$ cat config.mk
export PLATFORM = sky130hd
export DESIGN_NAME = shift_add_mul_sched
export DESIGN_NICKNAME = d
export VERILOG_FILES = /design/src/rtl/shift_add_mul_pkg.sv /design/src/rtl/shift_add_mul_sched_rr_arbiter.sv /design/src/rtl/shift_add_mul_sched.sv
export SDC_FILE = /design/constraint.sdc
export NUM_CORES = 1
export LEC_CHECK = 0
export ABC_AREA = 1
export CORE_AREA = 2 2 180 182
export CTS_CLUSTER_DIAMETER = 50
export DETAILED_ROUTE_END_ITERATION = 10
export DIE_AREA = 0 0 182 184
export GPL_ROUTABILITY_DRIVEN = 1
export PLACE_DENSITY_LB_ADDON = 0.3
export SLEW_MARGIN = 20
export SYNTH_ARGS = -nofsm -noshare
export SYNTH_HDL_FRONTEND = slang
export SYNTH_HIERARCHICAL = 1
export SYNTH_SLANG_ARGS = --single-unit
$ cat constraint.sdc
create_clock -name clk -period 3.45 [get_ports clk]
set_clock_uncertainty 0.15 [all_clocks]
set_input_delay 0.69 -clock clk [delete_from_list [all_inputs] [get_ports clk]]
set_output_delay 0.69 -clock clk [all_outputs]
set_load 0.05 [all_outputs]
$ cat src/rtl/shift_add_mul_pkg.sv
// Shared types and default sizes for the shift-add multiplier scheduler.
package shift_add_mul_pkg;

   localparam int unsigned DEF_WIDTH       = 32;
   localparam int unsigned DEF_N_REQ       = 4;
   localparam int unsigned DEF_MUL_LATENCY = 33;

   typedef enum logic [1:0] {
      ST_IDLE  = 2'd0,
      ST_START = 2'd1,
      ST_BUSY  = 2'd2,
      ST_DONE  = 2'd3
   } state_t;

endpackage

$ cat src/rtl/shift_add_mul_sched_rr_arbiter.sv
// Combinational round-robin pick: first set request at or after ptr, wrapping.
module rr_arbiter #(
   parameter int unsigned N_REQ = 4,
   parameter int unsigned ID_W  = $clog2(N_REQ)
) (
   input  logic [N_REQ-1:0] req,
   input  logic [ID_W-1:0]  ptr,
   output logic [N_REQ-1:0] pick_c,
   output logic [ID_W-1:0]  pick_id_c,
   output logic             any_c
);

   logic        found;
   int unsigned idx;

   // Scan requesters starting at the pointer; the first hit wins.
   always_comb begin
      pick_c    = '0;
      pick_id_c = '0;
      any_c     = |req;
      found     = 1'b0;
      idx       = 0;
      for (int unsigned k = 0; k < N_REQ; k++) begin
         idx = (32'(ptr) + k) % N_REQ;
         if (!found && req[ID_W'(idx)]) begin
            found                = 1'b1;
            pick_c[ID_W'(idx)]   = 1'b1;
            pick_id_c            = ID_W'(idx);
         end
      end
   end

endmodule

$ cat src/rtl/shift_add_mul_sched.sv
// Round-robin scheduler sharing one fixed-latency multiplier among N_REQ clients.
module shift_add_mul_sched
   import shift_add_mul_pkg::*;
#(
   parameter int unsigned WIDTH       = DEF_WIDTH,
   parameter int unsigned N_REQ       = DEF_N_REQ,
   parameter int unsigned MUL_LATENCY = DEF_MUL_LATENCY,
   parameter int unsigned ID_W        = $clog2(N_REQ)
) (
   input  logic                   clk,
   input  logic                   rst_n,
   input  logic [N_REQ-1:0]       req,
   input  logic [N_REQ*WIDTH-1:0] req_a,
   input  logic [N_REQ*WIDTH-1:0] req_b,
   output logic [N_REQ-1:0]       gnt,
   output logic                   resp_valid,
   input  logic                   resp_ready,
   output logic [ID_W-1:0]        resp_id,
   output logic [2*WIDTH-1:0]     resp_product,
   output logic                   busy,
   output logic                   mul_start,
   output logic [WIDTH-1:0]       mul_multiplier,
   output logic [WIDTH-1:0]       mul_multiplicand,
   input  logic [2*WIDTH-1:0]     mul_product
);

   localparam int unsigned CNT_W = $clog2(MUL_LATENCY + 1);

   state_t             state;
   logic [CNT_W-1:0]   cnt;
   logic [ID_W-1:0]    ptr;
   logic [N_REQ-1:0]   pick_c;
   logic [ID_W-1:0]    pick_id_c;
   logic               any_c;
   logic [WIDTH-1:0]   pick_a_c;
   logic [WIDTH-1:0]   pick_b_c;

   rr_arbiter #(
      .N_REQ (N_REQ),
      .ID_W  (ID_W)
   ) u_arb (
      .req       (req),
      .ptr       (ptr),
      .pick_c    (pick_c),
      .pick_id_c (pick_id_c),
      .any_c     (any_c)
   );

   // Operand mux for the winning requester.
   always_comb begin
      pick_a_c = '0;
      pick_b_c = '0;
      for (int unsigned k = 0; k < N_REQ; k++) begin
         if (pick_c[k]) begin
            pick_a_c = req_a[k*WIDTH +: WIDTH];
            pick_b_c = req_b[k*WIDTH +: WIDTH];
         end
      end
   end

   // Scheduler FSM with latency counter, operand latch and result capture.
   always_ff @(posedge clk or negedge rst_n) begin
      if (!rst_n) begin
         state            <= ST_IDLE;
         cnt              <= '0;
         ptr              <= '0;
         gnt              <= '0;
         mul_start        <= 1'b0;
         resp_valid       <= 1'b0;
         busy             <= 1'b0;
         resp_id          <= '0;
         resp_product     <= '0;
         mul_multiplier   <= '0;
         mul_multiplicand <= '0;
      end else begin
         gnt       <= '0;
         mul_start <= 1'b0;
         case (state)
            ST_IDLE: begin
               if (any_c) begin
                  mul_multiplier   <= pick_a_c;
                  mul_multiplicand <= pick_b_c;
                  resp_id          <= pick_id_c;
                  gnt              <= pick_c;
                  mul_start        <= 1'b1;
                  busy             <= 1'b1;
                  state            <= ST_START;
               end
            end
            ST_START: begin
               cnt   <= CNT_W'(MUL_LATENCY);
               state <= ST_BUSY;
            end
            ST_BUSY: begin
               cnt <= cnt - CNT_W'(1);
               if (cnt == CNT_W'(1)) begin
                  resp_product <= mul_product;
                  resp_valid   <= 1'b1;
                  state        <= ST_DONE;
               end
            end
            ST_DONE: begin
               if (resp_ready) begin
                  resp_valid <= 1'b0;
                  busy       <= 1'b0;
                  ptr        <= (resp_id == ID_W'(N_REQ - 1)) ? '0 : resp_id + ID_W'(1);
                  state      <= ST_IDLE;
               end
            end
            default: state <= ST_IDLE;
         endcase
      end
   end

endmodule

# Word-level counts from Yosys, hierarchy flattened
# Cells that the tools add are included.
dict set report classes {
  add_sub_neg 5
  order_cmp 8
  n_eq_ne 8
  muxes 50
  bitwise 3
  n_reduce_logical 21
}
# operator n
set op_table {}
lappend op_table {{two-way mux 32 bit} 8}
lappend op_table {{two-way mux 4 bit} 6}
lappend op_table {{two-way mux 1 bit} 16}
lappend op_table {{two-way mux 2 bit} 8}
lappend op_table {{< comparator 2 x 3 -> 1 bit (second input constant)} 4}
lappend op_table {{OR 4 bit} 3}
lappend op_table {{one-hot mux 6 bit (2 select lines)} 1}
lappend op_table {{AND reduction 3 bit} 3}
lappend op_table {{binary-select mux 1 bit (select 2 bit)} 4}
lappend op_table {{demux 1 bit (select 2 bit)} 4}
lappend op_table {{greater-or-equal comparator 2 x 1 -> 1 bit (second input constant)} 4}
lappend op_table {{one-hot mux 2 bit (4 select lines)} 1}
lappend op_table {{logical AND 1 bit} 7}
lappend op_table {{== test 2 bit (second input constant)} 3}
lappend op_table {{== test 6 x 1 -> 1 bit (second input constant)} 1}
lappend op_table {{inequality test 2 bit (second input constant)} 3}
lappend op_table {{AND reduction 2 bit} 3}
lappend op_table {{nonzero test 2 bit} 3}
lappend op_table {{subtractor 6 x 1 -> 6 bit (second input constant)} 1}
lappend op_table {{adder 2 x 1 -> 2 bit (second input constant)} 2}
lappend op_table {{adder 2 bit (second input constant)} 2}
lappend op_table {{one-hot mux 1 bit (2 select lines)} 2}
lappend op_table {{OR reduction 4 bit} 1}
lappend op_table {{zero test 1 bit} 3}
lappend op_table {{2 further kinds} 2}
dict set report word_totals {
  ff_bits 147
}

# Longest topological paths before layout
dict set report depth {
  word_depth 16
  ltp_mapped 17
  ltp_nobuf 15
}

# Modules after synthesis
# The synthesis kept the hierarchy.
# mod instances cells_each area_each_um2 seq_area_each_um2
set by_module_without_submodules {}
lappend by_module_without_submodules {shift_add_mul_sched 1 871 7175.6 3678.5}
lappend by_module_without_submodules {rr_arbiter 1 83 483.0 0.0}

# Least setup slack after synthesis
# No wires, ideal clock.
dict set report synth_timing {
  kind {register to register}
  start {register ptr[1]}
  end {register mul_multiplicand[12]}
  arrival_time_ns 2.186
  required_time_ns 3.176
  setup_slack_ns 0.990
  path_stages_with_launch 15
  synth_period_minus_slack_ns 2.460
  path_cell_list {dfrtp_1 -> inv_1 -> ha_1 -> inv_1 -> nand3_1 -> nand2_1 -> nor2_2 -> a21oi_1 -> nand3_1 -> buf_2 -> buf_2 -> a21oi_1 -> nand2_1 -> o211ai_1 -> nand2_1}
}
dict set report synth_via {
  elab_cells_between_ends 51
  cone_classes {3 x add/sub; 8 x order compare; 27 x mux; 3 x bitwise; 10 x reduce/logical}
}
# item line_no
set synth_lines {}
lappend synth_lines {{start: declaration} shift_add_mul_sched.sv:31} ;# logic [ID_W-1:0] ptr;
lappend synth_lines {{start signal: assignment} shift_add_mul_sched.sv:106} ;# ptr <= (resp_id == ID_W'(N_REQ - 1)) ? '0 : resp_id + ID_W'(1);
lappend synth_lines {{branches (longest 11 deep; another with < comparator 2 x 3 -> 1 bit)} n/a}
lappend synth_lines {{two-way mux 4 bit *} shift_add_mul_sched_rr_arbiter.sv:25} ;# if (!found && req[ID_W'(idx)]) begin
lappend synth_lines {{named net pick_c[1]} shift_add_mul_sched.sv:32} ;# logic [N_REQ-1:0] pick_c;
lappend synth_lines {{two-way mux 32 bit * (3 in series)} shift_add_mul_sched.sv:54} ;# if (pick_c[k]) begin
lappend synth_lines {{end signal: assignment} shift_add_mul_sched.sv:82} ;# mul_multiplicand <= pick_b_c;
lappend synth_lines {{end: declaration} shift_add_mul_sched.sv:23} ;# output logic [WIDTH-1:0] mul_multiplicand,
# Mark *: on every way through the listed nets, which the timed path passes. The select of a mux whose other input is x is not followed.
# A chain may end at the register's enable or synchronous reset.

# Worst setup path after layout
dict set report layout_timing {
  start {register ptr[1]}
  end {register mul_multiplier[11]}
}
dict set report layout_via {
  elab_cells_between_ends 51
  cone_classes {3 x add/sub; 8 x order compare; 27 x mux; 3 x bitwise; 10 x reduce/logical}
}
# item line_no
set layout_lines {}
lappend layout_lines {{branches (longest 11 deep; another with < comparator 2 x 3 -> 1 bit)} n/a}
lappend layout_lines {{two-way mux 4 bit *} shift_add_mul_sched_rr_arbiter.sv:25}
lappend layout_lines {{named net pick_c[2]} shift_add_mul_sched.sv:32}
lappend layout_lines {{two-way mux 32 bit * (2 in series)} shift_add_mul_sched.sv:54}
lappend layout_lines {{end signal: assignment} shift_add_mul_sched.sv:81} ;# mul_multiplier <= pick_a_c;
lappend layout_lines {{end: declaration} shift_add_mul_sched.sv:22} ;# output logic [WIDTH-1:0] mul_multiplier,
# Marked as above.

==> out/metrics.yaml <==
max_slew.worst_pin.slew_ps: 685
clk_root_buffer_cell: "clkbuf_16"
drv_cap: 0
cp_top_family: "simple AND/OR/NAND/NOR gates"
crit_fanout: 56
crit_required_ps: 3610
cts_tree: "yes"
place_congestion: 0.866
worstPathArrival_ps: 3140
p_sw_w: 0.00800
dp_slack_ps: 372
io_pins: 464
syn-num-nets: 1292
drive_gt1_frac: 0.0546
syn_inst: 954
avgSynthCellArea_um2: 8.03
synth_area_leader_cell: "dfrtp_1"
power_frac_comb: 0.673
path_clk_slew_ps: 70
overflow: 0
ys_seq_area_frac: 0.480
slowest_delay_ps: 530
cts_buffers: 17
dpl.hpwl_um: 24000
postCtsSetupBuffers: 0
intPower_w: 0.00698
grt_max_degree: 66
grt_pass1_wl_um: 47600
irDropWorstVdd_mv: 0.758
cts_resized: 0
clock-sinks: 147
ys_types: 32
cts_max_path_buffers: 2
worstSetupPathType: "reg2reg"
slew_violations: 0
synth_ff_type: "dfrtp_1"
synth_edf_count: 0
crit_chain: "inv_1, ha_1, inv_1, nand3_1, nand2_1, nor2_2, a21oi_1, nand3_2, buf_12, a21oi_1, nand2_1, o211ai_1, nand2_1"
drt_iter0_drc: 365
hold_buffers: 0
crit_path_start_kind: "flop"
post-route-util: 0.425
final.min_clock_period_ps: 2980
vias: 8393
via_per_inst: 4.63
dr.pass1.iters: 5
die_w_um: 182
finalSetupTns_ps: 0
synth.cell_area_um2: 7660
die_area_um2: 33500
critical_path.most_common_cell: "nand2_1"
fp.coreArea_um2: 31400
crit_buf_inv: 3
htreeDepth: 4
areaGrowthSynthToFinish_pct: 74.2
setup_viol: 0
wl_per_cell_um: 17.8
grt_use_total: 0.186
drt.antenna.violating_nets: 0
end_kind: "flop"
drt_wl_total_um: 32300
ys_warn_count: 6
antenna_found_initial: 1
rsz0062_at_grt: "false"
switching_share: 0.534
leakagePower_nw: 5.99
fin_nets: 1734
async_flop_share: 1.00
io_buffers: 463
clk_latency_ps: 430
die_h_um: 184
drc: 0
synth.top_cells.by_count: "nand2_1, dfrtp_1, a21oi_1"
n_fill_cell: 3141
first_global_vias: 8261
synth_most_common_cell: "nand2_1"
cellPowerDensity_nw_per_um2: 1120
post-route-period-util: 0.863
status: "finished, final reports clean"
pwr-share-seq: 0.204
setup_ws_ps: 473
p_clk_frac: 0.123
crit_slowest_cell: "dfrtp_1"
fmax_ghz: 0.336
slew_headroom: 0.544
rows: 65
hold_viol_final: 0
synth.top_cell.area_share: 0.480
synth.area.top_cells: "dfrtp_1, nand2_1, a22oi_1"
initial_core_util: 0.244
hp-class: "in2async"
ys_seq_elements: 147
==> path summary, 6_finish.rpt <==
check / start / end / slack (ps) / cells past startpoint
worst max-delay path: ptr[1] / mul_multiplier[11] / 470 / 13
worst min-delay path: rst_n / resp_product[31] / 110 / 1
worst max register to register: ptr[1] / mul_multiplier[11] / 470 / 13
worst min register to register: resp_product[13] / resp_product[13] / 320 / 2
max in group asynchronous: rst_n / mul_multiplier[25] / 2270 / 2
min in group clk: resp_product[13] / resp_product[13] / 320 / 2
==> layer usage <==
layer  share of wire  GRT usage
met1            0.41      0.230
met2            0.49      0.311
met3           0.081     0.0567
met4           0.021     0.0552
met5               0          0
==> power by group through the flow <==
stage / clock, W / sequential, W / combinational, W
2_1_floorplan: 0 / 0.00567 / 0.00401
3_3_place_gp: 0 / 0.00306 / 0.0101
3_5_place_dp: 0 / 0.00307 / 0.0102
4_1_cts: 0.00190 / 0.00306 / 0.0102
5_1_grt: 0.00197 / 0.00317 / 0.0109
6_report: 0.00184 / 0.00305 / 0.0101
==> metrics by stage <==
step	std cells	cell area, um^2	power [W]	hold slack [ps]
2_1_floorplan	954	7660	0.00968	244
3_3_place_gp	1779	12800	0.0131	303
3_5_place_dp	1779	12800	0.0132	307
4_1_cts	1811	13300	0.0151	105
5_1_grt	1811	13300	0.0160	134
6_report	1812	13300	0.0150	108
==> logic make-up (layout without fill, tap and decap cells) <==
group | Yosys count | after routing | share of synthesized area
buffers and inverters | 90 | 545 | 0.0572
flip-flops | 147 | 147 | 0.480
other | 0 | 1 | 0
XOR/XNOR | 1 | 1 | 0.00114
AND/OR/NAND/NOR | 494 | 494 | 0.261
adder cells (fa/ha/maj) | 11 | 11 | 0.0180
multiplexers | 1 | 1 | 0.00147
AO/OA/AOI/OAI | 210 | 210 | 0.181
==> final cells by class <==
type	count	area, um^2	share of cell area
Sequential cell	147	3680	0.276
Multi-Input combinational cell	717	3570	0.267
Clock inverter	14	143	0.0107
Tap cell	402	503	0.0377
Inverter	29	114	0.00853
Timing Repair Buffer	484	4890	0.367
Antenna cell	1	2.50	0.000188
Clock buffer	18	439	0.0329
==> layout by cell type, fill, tap and decap left out, types with 2 or more instances in the layout <==
master           Yosys  routed
nand2_1            429     429
o211ai_1            64      64
dfrtp_1            147     147
buf_4               11      13
nand4_1              4       4
nand3_2              1       3
nor2_1              13      13
buf_12               0       8
inv_1               27      26
nor2_2               4       2
o21ai_1              2       2
inv_8                0       4
a21boi_0             4       4
clkinv_8             0       2
a21oi_1             71      71
or2_2                2       2
clkdlybuf4s50_1      0     462
inv_6                1       4
inv_2                1       2
nand2_2              3       2
a22oi_1             64      64
ha_1                11      11
nand2_4              3       4
clkinv_4             0       3
o21ai_0              4       4
nand3_1             30      28
clkbuf_16            0      17
nor2_4               2       4
==> sequential cells by signal, indices dropped and copies added, names as in the netlist <==
signal,cells
busy,1
cnt,6
gnt,4
mul_multiplicand,32
mul_multiplier,32
mul_start,1
ptr,2
resp_id,2
resp_product,64
resp_valid,1
state,2
Note: power is estimated with default switching activity, not from simulation.
